`src/rtl/keccak_state_unloader.sv`:
```
// Keccak state unloader: snapshots a 5x5 lane state and streams the first RATE_LANES lanes in
// FIPS-202 order (i = x + 5*y). Define KECCAK_UNLOAD_INV_PI_EN to undo pi_step before streaming.

package keccak_pkg;
  localparam int unsigned ROW_SIZE  = 5;
  localparam int unsigned COL_SIZE  = 5;
  localparam int unsigned LANE_SIZE = 64;
  localparam int unsigned NUM_LANES = ROW_SIZE * COL_SIZE;
  localparam int unsigned IDX_W     = 5;
endpackage

module keccak_state_unloader
  import keccak_pkg::*;
#(
  parameter int unsigned RATE_LANES = 17
) (
  input  logic                                               clk,
  input  logic                                               rst,
  input  logic                                               load_valid,
  output logic                                               load_ready,
  input  logic [ROW_SIZE-1:0][COL_SIZE-1:0][LANE_SIZE-1:0]   state_in,
  output logic                                               lane_valid,
  input  logic                                               lane_ready,
  output logic [LANE_SIZE-1:0]                               lane_data,
  output logic [IDX_W-1:0]                                   lane_idx,
  output logic                                               lane_last
);

  if (RATE_LANES == 0 || RATE_LANES > NUM_LANES) begin : g_bad_rate
    $fatal(1, "keccak_state_unloader: RATE_LANES must be in 1..25");
  end

  localparam logic [IDX_W-1:0] LAST_IDX = IDX_W'(RATE_LANES - 1);

  typedef enum logic {
    IDLE,
    STREAM
  } state_t;

  state_t                                state;
  logic [NUM_LANES-1:0][LANE_SIZE-1:0]   in_lanes;
  logic [NUM_LANES-1:0][LANE_SIZE-1:0]   stored;
  logic [IDX_W-1:0]                      nxt_idx;

  // Flatten the [x][y] input into streaming order so the datapath is a single indexed read.
  for (genvar y = 0; y < 5; y++) begin : g_y
    for (genvar x = 0; x < 5; x++) begin : g_x
`ifdef KECCAK_UNLOAD_INV_PI_EN
      assign in_lanes[x + 5*y] = state_in[y][(2*x + 3*y) % 5];
`else
      assign in_lanes[x + 5*y] = state_in[x][y];
`endif
    end
  end

  assign nxt_idx = lane_idx + IDX_W'(1);

  // lane_idx doubles as the stream counter; it never passes LAST_IDX.
  always_ff @(posedge clk or posedge rst) begin
    if (rst) begin
      state      <= IDLE;
      load_ready <= 1'b1;
      lane_valid <= 1'b0;
      lane_data  <= '0;
      lane_idx   <= '0;
      lane_last  <= 1'b0;
      stored     <= '0;
    end else begin
      case (state)
        IDLE: begin
          if (load_valid) begin
            stored     <= in_lanes;
            lane_data  <= in_lanes[0];
            lane_idx   <= '0;
            lane_last  <= (LAST_IDX == '0);
            lane_valid <= 1'b1;
            load_ready <= 1'b0;
            state      <= STREAM;
          end
        end
        STREAM: begin
          if (lane_ready) begin
            if (lane_last) begin
              lane_valid <= 1'b0;
              lane_last  <= 1'b0;
              load_ready <= 1'b1;
              state      <= IDLE;
            end else begin
              lane_idx  <= nxt_idx;
              lane_data <= stored[nxt_idx];
              lane_last <= (nxt_idx == LAST_IDX);
            end
          end
        end
        default: begin
          state      <= IDLE;
          load_ready <= 1'b1;
          lane_valid <= 1'b0;
        end
      endcase
    end
  end

endmodule
```
`config.mk`:
```
export PLATFORM = sky130hd
export DESIGN_NAME = keccak_state_unloader
export DESIGN_NICKNAME = d
export VERILOG_FILES = /design/src/rtl/keccak_state_unloader.sv
export SDC_FILE = /design/constraint.sdc
export NUM_CORES = 2
export LEC_CHECK = 0
export CAP_MARGIN = 20
export CORE_AREA = 2 2 655 657
export DETAILED_ROUTE_END_ITERATION = 10
export DIE_AREA = 0 0 657 659
export HOLD_SLACK_MARGIN = 0.12
export SETUP_SLACK_MARGIN = 0.05
export SLEW_MARGIN = 25
export SYNTH_ARGS = -nofsm -noshare
export SYNTH_HDL_FRONTEND = slang
export SYNTH_SLANG_ARGS = --single-unit
```
`constraint.sdc`:
```
create_clock -name clk -period 50.6 [get_ports clk]
set_clock_uncertainty 0.2 [all_clocks]
set_input_delay 5.06 -clock clk [delete_from_list [all_inputs] [get_ports clk]]
set_output_delay 5.06 -clock clk [all_outputs]
set_load 0.1 [all_outputs]
```
==> summary.txt <==
Finish
  – Core Util, Final: 25.0%
  – Area Overhead vs Synth: 40.3%
  – Fin nets: 11700
  – Fin area: 106000 um^2
  – Fraction of layout cells with a size suffix above 1: 8.75%

Power and ir drop
  – Sw frac: 42.8%
  – Leak: 49.7 nW
  – Switch Pwr: 2.33 mW
  – Combinational Power Share: 40.7%
  – Max rail drop VDD: 0.0657 mV
  – Pwr Density: 51.2 nW/um^2
  – Flop pwr share: 30.4%
  – Internal power: 3.11 mW
  – Clock Power Share: 28.9%

Critical path
  – Crit end category: asynchronous set/reset pin
  – Arrival time worst endpoint: 11390 ps
  – CP startpoint kind: primary input
  – Required time of the critical path: 51350 ps
  – Crit path max fanout: 123
  – WS Path Type: in2async

Placement
  – Port bufs: 1675
  – Placer congestion estimate: 0.916
  – Area after DPL: 98800 um^2
  – Post-DP HPWL: 398 mm
  – Place WS: 38850 ps

Global routing
  – GR Util All Layers: 22.2%
  – Number of antenna violations at the first check in global routing: 426
  – First-pass GRT wire length: 647 mm
  – GRT overflow: 0
  – Vias in the first global route: 68600
  – Largest net degree at the start of global routing: 168

STA
  – Tcrit/Tclk final: 21.0%
  – Final worst slack: 39960 ps
  – Slew margin rel.: 19.0%
  – Tmin final: 10640 ps
  – Setup TNS: 0 ps
  – Hold WS: 267 ps
  – Fin. Hold Viols: 0
  – Maximum clock rate: 0.0940 GHz
  – RSZ-0062 raised after global routing: no
  – Max Transition Viols Final: 0
  – Endpoints failing setup: 0
  – Worst-margin pin slew: 1180 ps

Clocking
  – Clk slew on worst S/H paths: 60 ps
  – CTS Hold Bufs: 0
  – Cts repair resizes: 0
  – Total CTS buffers: 207
  – CTS tree: done
  – Worst-Skew Late Latency: 950 ps
  – Root Buffer: clkbuf_16
  – Sink Count: 1673
  – Setup Buffers After CTS: 0
  – CTS H-tree lvls: 4
  – Largest buffer count on any clock path: 4

Detailed routing
  – Via-per-instance ratio: 4.39
  – DRT Wirelength: 496 mm
  – Routed len/inst: 30.9 um
  – Number of routed nets with antenna violations: 0
  – First drt pass iteration count: 6
  – Detailed-route via count: 70500
  – DRC viols: 0
  – DRT iter0 DRCs: 7575

Synth
  – Syn Nets: 10200
  – Leading area contributor after synthesis: dfrtp_1
  – Synth area leaders: dfrtp_1 (55%), nand2_1 (26%), mux4_2 (8.7%)
  – Mapped Cells: 8562
  – Synth top area share: 55.2%
  – #FFs+latches synth: 1673
  – Synthesized area: 75800 um^2
  – Register area share after synthesis: 55.2%
  – Main flop type after synthesis: dfrtp_1
  – Async S/R FF share, synth: 100%
  – EDFF count, synth: 0
  – Synthesis Warnings: 0
  – Library cells used by synthesis: 55
  – Syn Area/Cell: 8.85 um^2

Flow run
  – Max Cap Viol: 0

Floorplanning
  – # rows: 240
  – Die Ht: 659 um
  – Die width: 657 um
  – Boundary Pins: 1676
  – Die ar.: 433000 um^2
  – Initial Utilization: 17.8%
  – Core area: 426000 um^2

Hold path
  – Hold WC Path Type: reg2reg

Status
  – Status: complete, no violations
registers in the layout, summed over array words and instances (netlist names):
name	count
lane_valid	1
stored	1600
state	1
lane_idx	5
load_ready	1
lane_data	64
lane_last	1
logic make-up after synthesis:
family | synth area share (%)
compound gates | 2.73
buf+inv | 3.27
fa+ha+maj | 0.0330
xor+xnor | 0.112
simple gates | 29.1
flops | 55.2
mux | 9.49
layout by cell type (no fill, tap or decap), drive strengths merged, types with 14 or more instances in the layout:
| master | count |
|---|---|
| nand2 | 5294 |
| dfrtp | 1672 |
| clkdlybuf4s50 | 1640 |
| clkbuf | 295 |
| mux4 | 294 |
| nand3 | 245 |
| buf | 203 |
| diode | 164 |
| nor2b | 73 |
| mux2i | 56 |
| clkinv | 48 |
| a21oi | 41 |
| a31oi | 38 |
| o211ai | 37 |
| a2111oi | 36 |
| nand4 | 26 |
| o221ai | 24 |
| a21boi | 18 |
| and3 | 16 |
| a32o | 15 |
| clkinvlp | 14 |
| bufinv | 14 |
layout make-up:
| type | count | area [um^2] |
|---|---|---|
| multi-input combinational | 6329 | 31800 |
| clock buffer | 295 | 6000 |
| timing repair buffer | 1843 | 18100 |
| tap | 5687 | 7120 |
| sequential | 1673 | 41900 |
| fill | 46200 | 319000 |
| antenna | 164 | 410 |
| clock inverter | 87 | 1080 |
| inverter | 2 | 11.3 |
stage by stage:
stage	instances	power [mW]
final	16100	5.44
after global routing	16000	5.68
after CTS	15900	5.56
after detailed placement	15500	3.96
after global placement	15500	3.94
after floorplan	8562	2.80
cell usage after synthesis, drive strengths merged, types with 15 or more instances:
cell,instances
a32o,15
a21oi,41
mux4,294
and3,16
dfrtp,1672
a31oi,38
nand2,5294
nand3,245
clkbuf,322
mux2i,56
nand4,26
a2111oi,36
o221ai,24
nor2b,73
o211ai,37
a21boi,18
buf,236
worst max-delay path, cell delays in order:
cell and delay, ps:
clkdlybuf4s50_1 440, clkinvlp_4 550, buf_4 650, buf_12 630, buf_4 750, buf_4 700
buf_4 770, buf_4 770, buf_4 710
per-layer routing:
metal  track usage, %  vias up  part of all wire, %
met5                0        -                 0.28
met4             10.9      208                  5.6
met3             7.72     1120                  9.5
met2             36.3     3413                   47
met1             25.8    35200                   38
li1                 -    30600                    -
path summary, 6_finish.rpt:
kind | start | to | slack [ps] | cells after the start
setup / recovery | rst | stored[294] | 39960 | 9
hold / removal | stored[1126] | stored[1126] | 270 | 2
setup reg to reg | lane_idx[0] | lane_data[41] | 44450 | 10
hold reg to reg | stored[1126] | stored[1126] | 270 | 2
max in group clk | load_valid | stored[702] | 40620 | 11
min in group asynchronous | rst | stored[332] | 4440 | 2
power by group through the flow:
stage,logic (mW),registers (mW),clock network (mW)
2_1_floorplan,0.985,1.81,0
5_1_grt,2.35,1.67,1.66
4_1_cts,2.30,1.65,1.61
3_3_place_gp,2.28,1.67,0
6_report,2.22,1.65,1.57
3_5_place_dp,2.29,1.67,0
Note: power is estimated with default switching activity, not from simulation.
